==> config.mk <==
export PLATFORM = sky130hd
export DESIGN_NAME = gf180mcu_fd_sc_mcu9t5v0__dffnr_pipe
export DESIGN_NICKNAME = d
export VERILOG_FILES = /design/src/rtl/gf180mcu_fd_sc_mcu9t5v0__dffnr_pipe_pkg.sv /design/src/rtl/gf180mcu_fd_sc_mcu9t5v0__dffnr_pipe_stage.sv /design/src/rtl/gf180mcu_fd_sc_mcu9t5v0__dffnr_pipe.sv
export SDC_FILE = /design/constraint.sdc
export NUM_CORES = 1
export LEC_CHECK = 0
export CORE_MARGIN = 2
export CORE_UTILIZATION = 30
export CTS_BUF_LIST = sky130_fd_sc_hd__clkbuf_4
export DETAILED_ROUTE_END_ITERATION = 6
export GPL_TIMING_DRIVEN = 0
export RECOVER_POWER = 100
export SLEW_MARGIN = 10
export SYNTH_ARGS = -nofsm -noshare
export SYNTH_HDL_FRONTEND = slang
export SYNTH_SLANG_ARGS = --single-unit
export TNS_END_PERCENT = 10
==> constraint.sdc <==
create_clock -name CLKN -period 2.78 [get_ports CLKN]
set_input_delay 0.417 -clock CLKN [delete_from_list [all_inputs] [get_ports CLKN]]
set_output_delay 0.417 -clock CLKN [all_outputs]
set_load 0.02 [all_outputs]
==> src/rtl/gf180mcu_fd_sc_mcu9t5v0__dffnr_pipe_pkg.sv <==
// Shared bounds and helpers for the falling-edge elastic register pipeline.
package gf180mcu_fd_sc_mcu9t5v0__dffnr_pipe_pkg;

  localparam int WIDTH_MIN = 1;
  localparam int WIDTH_MAX = 64;
  localparam int DEPTH_MIN = 1;
  localparam int DEPTH_MAX = 16;

  function automatic int occ_w(input int depth);
    return $clog2(depth + 1);
  endfunction

  function automatic int unsigned popcount(input logic [DEPTH_MAX-1:0] v);
    int unsigned n;
    n = 0;
    for (int i = 0; i < DEPTH_MAX; i++) n += {31'd0, v[i]};
    return n;
  endfunction

endpackage

==> src/rtl/gf180mcu_fd_sc_mcu9t5v0__dffnr_pipe_stage.sv <==
// One pipeline stage: data + valid register, falling-edge load enable, async high reset.
module gf180mcu_fd_sc_mcu9t5v0__dffnr_pipe_stage #(
  parameter int               WIDTH   = 8,
  parameter logic [WIDTH-1:0] RST_VAL = '0
) (
  input  logic             clk_n_i,
  input  logic             rst_i,
  input  logic             en_i,
  input  logic [WIDTH-1:0] d_i,
  input  logic             v_i,
  output logic [WIDTH-1:0] d_o,
  output logic             v_o
);

  logic [WIDTH-1:0] d_q;
  logic             v_q;

  always_ff @(negedge clk_n_i or posedge rst_i) begin
    if (rst_i) begin
      d_q <= RST_VAL;
      v_q <= 1'b0;
    end else if (en_i) begin
      d_q <= d_i;
      v_q <= v_i;
    end
  end

  assign d_o = d_q;
  assign v_o = v_q;

endmodule

==> src/rtl/gf180mcu_fd_sc_mcu9t5v0__dffnr_pipe.sv <==
// Falling-edge elastic pipeline of DEPTH stages with valid/ready at each end and live occupancy.
// Optional GF180MCU_FD_SC_MCU9T5V0_NOTIFIER_EN adds a notifier input that X-corrupts state until reset.
module gf180mcu_fd_sc_mcu9t5v0__dffnr_pipe
  import gf180mcu_fd_sc_mcu9t5v0__dffnr_pipe_pkg::*;
#(
  parameter int               WIDTH   = 8,
  parameter int               DEPTH   = 4,
  parameter logic [WIDTH-1:0] RST_VAL = '0
) (
  input  logic                      CLKN,
  input  logic                      R,
  input  logic [WIDTH-1:0]          D,
  input  logic                      DV,
  output logic                      DR,
  output logic [WIDTH-1:0]          Q,
  output logic                      QV,
  input  logic                      QR,
  output logic [occ_w(DEPTH)-1:0]   OCC
`ifdef GF180MCU_FD_SC_MCU9T5V0_NOTIFIER_EN
  ,
  input  logic                      notifier
`endif
);

  localparam int OCC_W = occ_w(DEPTH);

  logic [DEPTH-1:0]            rdy, en, vld, vld_in, vld_d;
  logic [DEPTH-1:0][WIDTH-1:0] dat, dat_in;
  logic [DEPTH_MAX-1:0]        vld_ext;
  logic [OCC_W-1:0]            occ_q, occ_d;
  logic                        corrupt;

`ifdef GF180MCU_FD_SC_MCU9T5V0_NOTIFIER_EN
  // Notifier level is sampled at reset; any later difference poisons state until the next reset.
  logic notif_ref_q, corrupt_q;
  always_ff @(negedge CLKN or posedge R) begin
    if (R) begin
      notif_ref_q <= notifier;
      corrupt_q   <= 1'b0;
    end else if (notifier != notif_ref_q) begin
      corrupt_q   <= 1'b1;
    end
  end
  assign corrupt = corrupt_q || (notifier != notif_ref_q);
`else
  assign corrupt = 1'b0;
`endif

  // Ready ripples from the output back toward D so bubbles collapse in one edge.
  always_comb begin
    rdy            = '0;
    rdy[DEPTH-1]   = !vld[DEPTH-1] || QR;
    for (int i = DEPTH-2; i >= 0; i--) rdy[i] = !vld[i] || rdy[i+1];
    dat_in    = '0;
    vld_in    = '0;
    dat_in[0] = D;
    vld_in[0] = DV;
    for (int i = 1; i < DEPTH; i++) begin
      dat_in[i] = dat[i-1];
      vld_in[i] = vld[i-1];
    end
    en = rdy;
    for (int i = 0; i < DEPTH; i++) vld_d[i] = rdy[i] ? vld_in[i] : vld[i];
    if (corrupt) begin
      en     = '1;
      dat_in = 'x;
      vld_in = 'x;
      vld_d  = 'x;
    end
    vld_ext             = '0;
    vld_ext[DEPTH-1:0]  = vld_d;
    occ_d = corrupt ? 'x : OCC_W'(popcount(vld_ext));
  end

  for (genvar i = 0; i < DEPTH; i++) begin : g_stage
    gf180mcu_fd_sc_mcu9t5v0__dffnr_pipe_stage #(
      .WIDTH   (WIDTH),
      .RST_VAL (RST_VAL)
    ) u_stage (
      .clk_n_i (CLKN),
      .rst_i   (R),
      .en_i    (en[i]),
      .d_i     (dat_in[i]),
      .v_i     (vld_in[i]),
      .d_o     (dat[i]),
      .v_o     (vld[i])
    );
  end

  always_ff @(negedge CLKN or posedge R) begin
    if (R) occ_q <= '0;
    else   occ_q <= occ_d;
  end

  assign DR  = rdy[0];
  assign Q   = corrupt ? 'x : dat[DEPTH-1];
  assign QV  = corrupt ? 1'bx : vld[DEPTH-1];
  assign OCC = corrupt ? 'x : occ_q;

endmodule

==> reports/metrics.cfg <==
[floorplan]
rows=26
die_area_um2=5890
start_util_pct=31.1
core_um2=5110
die_h_um=76.7
die-width_um=76.7
io_pins=25

[placed_design]
dpl.cell_count=211
post_dp_cell_area_um2=1940
dp_hpwl_mm=1.78
routabilityCongestion=0.691
pre_cts_slack_ps=-1220
io_buffers=24

[setup_path]
crit_arrival_ps=1950
crit_slowest_cell=fa_1
cp_cell_sequence=buf_6, and3b_2, buf_4, a21oi_4, fa_1, inv_2, ha_4, ha_4
endpoint_kind=flop
max_stage_delay_ps=520
crit_path_frequent_cell=ha_4
critPathRequiredTime_ps=1570
path_class=input pin to flop
path_max_fanout=10
cp-start-kind=input pin

[timing]
fin_skew_ps=8.61
setup_viol=7
hold_viol=0
rsz0062_at_grt=true
final_max_slew_viol_count=0
tightest_slew_ps=799
max-slew-margin-rel_pct=46.6
final.setup.tns_ps=-1340
fin_ws_ps=-372

[detailed_routing]
viasPerCell=3.96
first_iter_violations=97
routed_wl_mm=2.56
drtPass1Iterations=4
drc=0
vias=888
wl_per_cell_um=11.4
ant_nets=0

[logic_synthesis]
ys_seq_area_share_pct=61.5
synth.distinct_cells=18
yosys_register_bits=39
yosys_warnings=0
synthesis.nets=132
syn-cell-area_um2=1590
avgSynthCellArea_um2=13.6
syn-instance-count=117

[grt]
grt_max_degree=40
grt_pass1_wl_mm=4.67
antenna_found_initial=0
overflow=0
grt_pass1_vias=956
grt_usage_pct=10.3

[clock_tree]
holdBufCountCts=0
htree_num_levels=2
cts_tree=yes
cts_made_buffers=5
cts-root-buf=clkbuf_4
insertion_delay_ps=330
cts_max_path_buffers=2
clk_pin_slew_ps=80
clkSinkCount=39

[final_layout]
drive_above_1_share_pct=48.1
final_common_cell=dfrtn_1
area_growth_pct=30.5
final_cell_mix=39 x dfrtn_1, 24 x nand2_1, 17 x mux2_2, 14 x buf_6, 12 x buf_4
multi_input_comb_area_um2=557
antenna_cells=0
utilization_pct=40.5
fillCellCount=491
nets=168
final_cells=224
design_area_um2=2070
seq_area_um2=976

[power]
ir_drop_uv=186
power.density_nw_per_um2=719
p_leak_nw=0.975

[run_status]
status=finished with violations
violations=negative setup slack

[run]
maxCapViolCount=0

[min_path]
hold_path.class=flop to flop

power by group:
group / internal (mW) / leakage (nW) / switching (mW) / total (mW)
clock: 0.118 / 0.0361 / 0.177 / 0.296
combinational: 0.252 / 0.483 / 0.196 / 0.448
sequential: 0.688 / 0.456 / 0.0561 / 0.744
routing by layer:
layer  vias to the layer above  global-route usage, %  part of all wire (%)  wire length [µm]
met4                         0                   6.00                   2.7                69
met3                         5                   3.29                   4.4               113
li1                        447                      -                     -                 -
met2                        20                   15.1                    44              1140
met5                         -                      0                     0                 0
met1                       416                   13.3                    49              1240
layout make-up:
class / instances / share of cell area (%)
flip-flops and latches: 39 / 47.1
multi-input cells: 61 / 26.9
repair buffers: 31 / 14.3
well taps: 70 / 4.23
plain buffers: 9 / 3.63
clock buffers: 7 / 2.54
inverters: 6 / 1.09
clock inverters: 1 / 0.242
worst paths after layout:
path	start	end	slack, ps	cells past startpoint
max	QR	OCC[1]	-370	8
min	g_stage[1].u_stage.d_o[4]	g_stage[2].u_stage.d_o[4]	410	2
max reg2reg	g_stage[3].u_stage.v_o	OCC[1]	700	10
min reg2reg	g_stage[1].u_stage.d_o[4]	g_stage[2].u_stage.d_o[4]	410	2
max in group asynchronous	R	OCC[1]	280	2
min in group asynchronous	R	g_stage[2].u_stage.d_o[4]	1960	2
sequential cells by signal, indices dropped and copies added (netlist names):
register / count
g_stage.u_stage.d_o: 32
g_stage.u_stage.v_o: 4
OCC: 3
worst max-delay path, delay by kind of cell:
family / cells / cell delay (ps)
compound gates: 1 / 80
buf+inv: 3 / 340
fa+ha+maj: 3 / 870
simple gates: 1 / 230
timing repair:
action                     CTS  global route
pin swaps                    2             2
setup endpoints to repair   42            13
setup buffers                5             2
resized for setup           58             8
synthesized netlist by cell type (all sizes together):
cell type / n / share of area [%]
nor2: 1 / 0.24
a21oi: 1 / 0.32
nand3b: 1 / 0.47
or2: 1 / 0.39
inv: 6 / 1.4
nand2b: 3 / 1.2
and3: 1 / 0.71
mux2: 24 / 19
buf: 11 / 5.3
nand2: 25 / 6.4
and3b: 1 / 0.55
fa: 1 / 1.3
ha: 2 / 1.6
dfrtn: 39 / 62
kinds of logic (layout without fill, tap and decap cells):
group,after synthesis,in the layout,synth area share [%]
adders and majority gates,3,3,2.84
and+or+nand+nor,33,33,9.94
DFF,39,39,61.5
buffers and inverters,17,54,6.70
AOI/OAI and AO/OA,1,1,0.315
muxes,24,24,18.7
metrics by stage:
step	hold slack, ps	power (mW)
global route	432	1.58
CTS	418	1.50
global placement	407	1.16
finish	414	1.49
detailed placement	417	1.18
floorplan	394	1.01
Power figures use the tool's default switching activity.
